File: src/rtl/per_count_if.sv
// Button-period bus: timepulse/button inputs and the period strobe output of per_count.
interface per_count_if #(
    parameter int unsigned PER_WIDTH = 24
);
    logic                 tp_i;
    logic                 btn_i;
    logic [PER_WIDTH-1:0] btn_per_o;
    logic                 btn_per_valid;
    logic                 meas_active_o;

    modport master (
        output tp_i,
        output btn_i,
        input  btn_per_o,
        input  btn_per_valid,
        input  meas_active_o
    );

    modport slave (
        input  tp_i,
        input  btn_i,
        output btn_per_o,
        output btn_per_valid,
        output meas_active_o
    );
endinterface

File: src/rtl/per_count.sv
// Measures timepulses between successive button presses and strobes one period per press.
// Optional 4-sample moving average of the output when PER_COUNT_AVG_EN is defined.
module per_count #(
    parameter int unsigned PER_WIDTH  = 24,
    parameter int unsigned TIMEOUT_TP = 16384
) (
    input logic          clk_i,
    input logic          rst_ni,
    per_count_if.slave   bus
);
    typedef enum logic {StIdle, StCount} state_e;

    localparam logic [PER_WIDTH:0] Timeout = (PER_WIDTH + 1)'(TIMEOUT_TP);

    state_e               state_q, state_d;
    logic                 btn_q;
    logic [PER_WIDTH-1:0] cnt_q, cnt_d;
    logic [PER_WIDTH-1:0] per_q, per_d;
    logic                 valid_q, valid_d;
    logic [PER_WIDTH:0]   tot;
    logic [PER_WIDTH-1:0] period;
    logic                 press;
    logic                 sample;
    logic                 timeout;

    assign press  = bus.btn_i & ~btn_q;
    // A timepulse in the press cycle still belongs to the closing period.
    assign tot    = {1'b0, cnt_q} + (PER_WIDTH + 1)'(bus.tp_i);
    assign period = tot[PER_WIDTH-1:0];

    always_comb begin
        state_d = state_q;
        cnt_d   = cnt_q;
        valid_d = 1'b0;
        sample  = 1'b0;
        timeout = 1'b0;
        unique case (state_q)
            StIdle: begin
                cnt_d = '0;
                if (press) state_d = StCount;
            end
            StCount: begin
                if (press) begin
                    cnt_d   = '0;
                    sample  = 1'b1;
                    valid_d = 1'b1;
                end else if (tot == Timeout) begin
                    state_d = StIdle;
                    cnt_d   = '0;
                    timeout = 1'b1;
                end else begin
                    cnt_d = period;
                end
            end
        endcase
    end

`ifdef PER_COUNT_AVG_EN
    logic [PER_WIDTH-1:0] hist_q [4];
    logic [1:0]           ptr_q;
    logic                 hist_vld_q;
    logic [PER_WIDTH+1:0] sum_q, sum_d;

    always_comb begin
        sum_d = sum_q;
        if (sample) begin
            // An empty history is primed with four copies of the first sample.
            if (!hist_vld_q) sum_d = {period, 2'b00};
            else             sum_d = sum_q - {2'b00, hist_q[ptr_q]} + {2'b00, period};
        end
        per_d = sample ? sum_d[PER_WIDTH+1:2] : per_q;
    end

    always_ff @(posedge clk_i or negedge rst_ni) begin
        if (!rst_ni) begin
            for (int i = 0; i < 4; i++) hist_q[i] <= '0;
            ptr_q      <= '0;
            hist_vld_q <= 1'b0;
            sum_q      <= '0;
        end else begin
            sum_q <= sum_d;
            if (sample) begin
                if (!hist_vld_q) begin
                    for (int i = 0; i < 4; i++) hist_q[i] <= period;
                    hist_vld_q <= 1'b1;
                end else begin
                    hist_q[ptr_q] <= period;
                    ptr_q         <= ptr_q + 2'd1;
                end
            end else if (timeout) begin
                hist_vld_q <= 1'b0;
                ptr_q      <= '0;
            end
        end
    end
`else
    always_comb begin
        per_d = sample ? period : per_q;
    end
`endif

    always_ff @(posedge clk_i or negedge rst_ni) begin
        if (!rst_ni) begin
            state_q <= StIdle;
            btn_q   <= 1'b0;
            cnt_q   <= '0;
            per_q   <= '0;
            valid_q <= 1'b0;
        end else begin
            state_q <= state_d;
            btn_q   <= bus.btn_i;
            cnt_q   <= cnt_d;
            per_q   <= per_d;
            valid_q <= valid_d;
        end
    end

    assign bus.btn_per_o     = per_q;
    assign bus.btn_per_valid = valid_q;
    assign bus.meas_active_o = (state_q == StCount);
endmodule

File: src/flat_wrapper.sv
// flat-port wrapper written by rule: the top's interface ports become plain ports
module per_count_flat 
#(
    parameter int unsigned PER_WIDTH  = 24,
    parameter int unsigned TIMEOUT_TP = 16384
)
  (clk_i, rst_ni, bus_tp_i, bus_btn_i, bus_btn_per_o, bus_btn_per_valid, bus_meas_active_o);
  per_count_if #(.PER_WIDTH(PER_WIDTH)) bus_i ();
  input logic clk_i;
  input logic rst_ni;
  input wire logic [$bits(bus_i.tp_i)-1:0] bus_tp_i;
  input wire logic [$bits(bus_i.btn_i)-1:0] bus_btn_i;
  output wire logic [$bits(bus_i.btn_per_o)-1:0] bus_btn_per_o;
  output wire logic [$bits(bus_i.btn_per_valid)-1:0] bus_btn_per_valid;
  output wire logic [$bits(bus_i.meas_active_o)-1:0] bus_meas_active_o;
  assign bus_i.tp_i = bus_tp_i;
  assign bus_i.btn_i = bus_btn_i;
  assign bus_btn_per_o = bus_i.btn_per_o;
  assign bus_btn_per_valid = bus_i.btn_per_valid;
  assign bus_meas_active_o = bus_i.meas_active_o;
  per_count #(.PER_WIDTH(PER_WIDTH), .TIMEOUT_TP(TIMEOUT_TP)) u_core (.clk_i(clk_i), .rst_ni(rst_ni), .bus(bus_i));
endmodule
File: config.mk
export PLATFORM = sky130hd
export DESIGN_NAME = per_count_flat
export DESIGN_NICKNAME = d
export VERILOG_FILES = /design/src/rtl/per_count_if.sv /design/src/rtl/per_count.sv /design/src/flat_wrapper.sv
export SDC_FILE = /design/constraint.sdc
export NUM_CORES = 1
export LEC_CHECK = 0
export CAP_MARGIN = 20
export CORE_AREA = 3 3 105 107
export DETAILED_ROUTE_END_ITERATION = 10
export DIE_AREA = 0 0 108 110
export PLACE_DENSITY = 0.48
export SLEW_MARGIN = 25
export SYNTH_ARGS = -nofsm -noshare
export SYNTH_HDL_FRONTEND = slang
export SYNTH_SLANG_ARGS = --single-unit
export TNS_END_PERCENT = 30
File: constraint.sdc
create_clock -name clk_i -period 2.27 [get_ports clk_i]
set_clock_uncertainty 0.05 [all_clocks]
set_input_delay 0.227 -clock clk_i [delete_from_list [all_inputs] [get_ports clk_i]]
set_output_delay 0.227 -clock clk_i [all_outputs]
set_load 0.05 [all_outputs]
Word-level counts from Yosys, hierarchy flattened. Index checks and enable logic that the tools add are counted.

Register bits after elaboration: 51. Input port bits: 4. Logic and storage cells: 18.

Add/sub/neg operators: 1. Equal/unequal tests: 1. Muxes and demuxes: 8. Bitwise operators: 3.

Operators by type and width (count): 24-bit 2-to-1 mux (2); 24-bit case mux with 2 select lines (1); 24-bit by 1-bit adder with 25-bit output (1); 25-bit by 15-bit equality test with 1-bit output (second input constant) (1); 1-bit 2-to-1 mux (4); 1-bit inverter (2); 1-bit case mux with 2 select lines (1); 1-bit bitwise AND (1).

Longest topological paths before layout.
Depth after elaboration: 5. Depth in mapped cells: 9. Mapped depth without buffers: 7.

Least setup slack after synthesis. Ideal clock, no wire load.

Path kind: register to register. Start: reg u_core.cnt_q[0]. End: reg u_core.state_q, in the netlist u_core.bus.meas_active_o. Library setup time: 144 ps. Data arrival time: 1897 ps. Required time: 2076 ps. Setup slack: 179 ps. Stages on the path, launching flop included: 10. Cells stage by stage: dfrtp_1 > ha_1 > and3_1 > buf_6 > and2_1 > buf_2 > o41ai_2 > o211ai_1 > nor4_2 > a41oi_1.

Cells in the longest elaborated chain, start to end: 5.

RTL lines: from (decl) (line per_count.sv:17) `logic [PER_WIDTH-1:0] cnt_q, cnt_d;`; from (signal assigned) (line per_count.sv:112) `cnt_q <= cnt_d;`; 24-bit by 1-bit adder with 25-bit output (line per_count.sv:28) `assign tot = {1'b0, cnt_q} + (PER_WIDTH + 1)'(bus.tp_i);`; 25-bit by 15-bit equality test with 1-bit output (line per_count.sv:47) `end else if (tot == Timeout) begin`; 1-bit 2-to-1 mux (line per_count.sv:47); 1-bit 2-to-1 mux (line per_count.sv:43) `if (press) begin`; 1-bit case mux with 2 select lines (line per_count.sv:37) `unique case (state_q)`; named net u_core.state_d (line per_count.sv:15) `state_e state_q, state_d;`; to (signal assigned) (line per_count.sv:104) `state_q <= StIdle;`; to (signal assigned) (line per_count.sv:110) `state_q <= state_d;`; to (decl) (line per_count.sv:15).

The timed path passes the listed nets, and every way through them passes these cells. A chain may end at the register's enable or synchronous reset.

Worst setup path in the final report.
Start: in bus_tp_i. End: reg u_core.state_q, in the netlist u_core.bus.meas_active_o.

Cells in the longest elaborated chain, start to end: 5.

RTL lines: from (decl) (line flat_wrapper.sv:11) `input wire logic [$bits(bus_i.tp_i)-1:0] bus_tp_i;`; 24-bit by 1-bit adder with 25-bit output (line per_count.sv:28); 25-bit by 15-bit equality test with 1-bit output (line per_count.sv:47); 1-bit 2-to-1 mux (line per_count.sv:47); 1-bit 2-to-1 mux (line per_count.sv:43); 1-bit case mux with 2 select lines (line per_count.sv:37); named net u_core.state_d (line per_count.sv:15).

The timed path passes the listed nets, and every way through them passes these cells.

==> results.json <==
{
  "status": "complete, no violations",
  "cts.htree.levels": 2,
  "synth_edf_count": 0,
  "overflow": 0,
  "critPathKind": "input port to register",
  "port_buffers": 29,
  "pwr_density_cell_mw_per_mm2": 580.3,
  "num_rows": 37,
  "antenna_found_initial": 0,
  "die_h_um": 110,
  "async_flop_share_pct": 100.0,
  "grt_usage_pct": 10.69,
  "cts_sinks": 51,
  "drive_above_1_share_pct": 17.82,
  "met1_length_um": 2866,
  "vias": 1937,
  "ys_dominant_reg_cell": "dfrtp_1",
  "fin_util_pct": 31.59,
  "rsz0062_at_grt": "false",
  "finalWirelength_um": 5781,
  "synth.largest_area_cell": "dfrtp_1",
  "cp.arrival_ps": 2280,
  "yosys_warnings": 0,
  "min_period_over_period_pct": 95.20,
  "wl_met2_um": 2633,
  "r2r_slack_ps": 160,
  "nFillCells": 1093,
  "cts-root-buf": "clkbuf_8",
  "ys_seq_area_share_pct": 50.70,
  "avgRoutedWirePerCell_um": 13.17,
  "grt_first_pass_wirelength_um": 10180,
  "p_leak_nw": 1.439,
  "dr.pass1.iters": 4,
  "clk_latency_ps": 300,
  "cp-end-kind": "register",
  "max_cap_violations": 0,
  "drc": 0,
  "timing.final.ws_setup_ps": 108.9,
  "dp_hpwl_um": 4386,
  "synth_seq_cells": 51,
  "drt_iter0_drc": 70,
  "postCtsSetupBuffers": 0,
  "slew_headroom_pct": 59.99,
  "period_needed_ps": 2161,
  "place.gp.congestion": 0.8045,
  "boundaryPins": 30,
  "cts-buffers-inserted": 5,
  "syn_nets": 256,
  "hold_viol_final": 0,
  "die-area_mm2": 0.01188,
  "slew_violations": 0,
  "syn_inst": 250,
  "dr_wl_met3_um": 199,
  "start_util_pct": 24.61,
  "fmaxAchievable_mhz": 462.7,
  "start_kind": "input port",
  "cts_tree": "built",
  "clkTransAtPathRegs_ps": 90,
  "ir_drop_uv": 369.7,
  "nNetsFinal": 309,
  "ant_nets": 0,
  "post-place-ws_ps": -202.7,
  "ctsLongestPathBuffers": 2,
  "area_growth_pct": 28.38,
  "synth.distinct_cells": 43,
  "syn_area_mm2": 0.002517,
  "required_ps": 2390,
  "hold_path.class": "input port to register",
  "yosysTopAreaCellShare_pct": 50.70,
  "path_max_fanout": 3,
  "grt_pass1_vias": 2087,
  "antennaDiodeCount": 0,
  "dr.max_layer_used": "met4",
  "yosys-top-cells-area": "dfrtp_1, xor2_1, nand2_1, nor2_1, o21ai_0",
  "avgViaCountPerCell": 4.412,
  "die_w_um": 108,
  "grt_max_degree": 28,
  "syn_area_per_cell_um2": 10.07,
  "core_area_mm2": 0.01023,
  "finalSetupViolations": 0,
  "tightest_slew_ps": 600.2
}
## worst max-delay path, cell delays in order
cell	delay, ps
clkdlybuf4s50_1	490
ha_1	190
nand3_1	160
nor4_1	410
xnor2_1	190
nand4b_1	130
nor4_2	320
a41oi_1	160
## routing by layer
metal,global-route usage (%),vias to the layer above
li1,-,963
met1,14.25,938
met2,17.27,30
met3,2.388,6
met4,3.517,0
met5,0,-
## report_power, final
| part | total (mW) | switching (mW) | internal [mW] |
|---|---|---|---|
| Clock | 0.540 | 0.300 | 0.240 |
| Combinational | 0.331 | 0.206 | 0.125 |
| Sequential | 1.00 | 0.0475 | 0.957 |
| Total | 1.88 | 0.553 | 1.32 |
## layout make-up
type,instances,area [µm²],share of cell area (%)
clock buffer,6,82.58,2.555
clock inverter,1,5.005,0.1549
inverter,1,3.754,0.1161
multi-input combinational,181,1139,35.23
sequential,51,1276,39.49
tap,136,170.2,5.265
timing repair buffer,63,555.5,17.19
## cells by family (layout without fill, tap and decap cells)
group | count (synthesis) | in the layout | share of synthesized area (%)
mux | 6 | 6 | 2.535
buf+inv | 18 | 71 | 4.076
xor+xnor | 25 | 25 | 8.698
flops | 51 | 51 | 50.70
fa+ha+maj | 2 | 2 | 0.9939
simple gates | 117 | 117 | 25.60
compound gates | 31 | 31 | 7.406
## cells in the mapped netlist, types with 2 or more instances
cell / number
nor2_1: 30
nand4_4: 2
and3_1: 5
nand4_1: 9
and4_1: 3
dfrtp_1: 51
mux2_2: 3
xnor2_1: 9
o21ai_0: 22
buf_4: 4
nand4b_1: 2
buf_2: 4
nor4_2: 2
clkbuf_1: 7
mux2i_1: 3
xor2_1: 16
nand3_1: 13
nand2_1: 32
ha_1: 2
buf_6: 2
nor4_1: 2
and2_1: 6
## final timing paths
path                                                       from                              endpoint  depth (start not counted)
min in group asynchronous                                rst_ni   u_core.bus.btn_per_o[4]$_DFFE_PN0P_                          2
min reg2reg                u_core.bus.btn_per_o[13]$_DFFE_PN0P_  u_core.bus.btn_per_o[13]$_DFFE_PN0P_                          2
max                                                    bus_tp_i    u_core.bus.meas_active_o$_DFF_PN0_                          8
min                                                   bus_btn_i                u_core.btn_q$_DFF_PN0_                          1
max in group asynchronous                                rst_ni  u_core.bus.btn_per_o[16]$_DFFE_PN0P_                          3
max reg2reg                          u_core.cnt_q[12]$_DFF_PN0_    u_core.bus.meas_active_o$_DFF_PN0_                          6
## sequential cells by signal, indices dropped and copies added, names as in the netlist
| register | cells |
|---|---|
| u_core.bus.meas_active_o | 1 |
| u_core.bus.btn_per_o | 24 |
| u_core.cnt_q | 24 |
| u_core.btn_q | 1 |
| u_core.bus.btn_per_valid | 1 |
## layout by cell type, fill, tap and decap left out, types with 5 or more instances in the layout
cell             instances
buf_4                   32
xor2_1                  16
nand3_1                 13
dfrtp_1                 51
and2_1                   6
clkdlybuf4s50_1         28
nor2_1                  30
nand2_1                 32
clkbuf_8                 6
o21ai_0                 22
xnor2_1                  9
and3_1                   5
nand4_1                  9
## repair_timing
| item | CTS | global route |
|---|---|---|
| hold endpoints to repair | 24 | 0 |
| hold buffers | 1 | 0 |
| resized for setup | 0 | 0 |
## per-stage QoR
stage	cell area, µm²	TNS (ps)	total power, mW	std cells	hold WS (ps)
final	3232	0	1.875	439	364.1
after global routing	3232	0	1.976	439	353.9
after CTS	3232	0	1.908	439	351.3
after detailed placement	3134	-373.8	1.357	431	225.6
after global placement	3134	-193.6	1.356	431	214.6
after floorplan	2517	0	1.244	250	-118.6
Note: power is estimated with default switching activity, not from simulation.
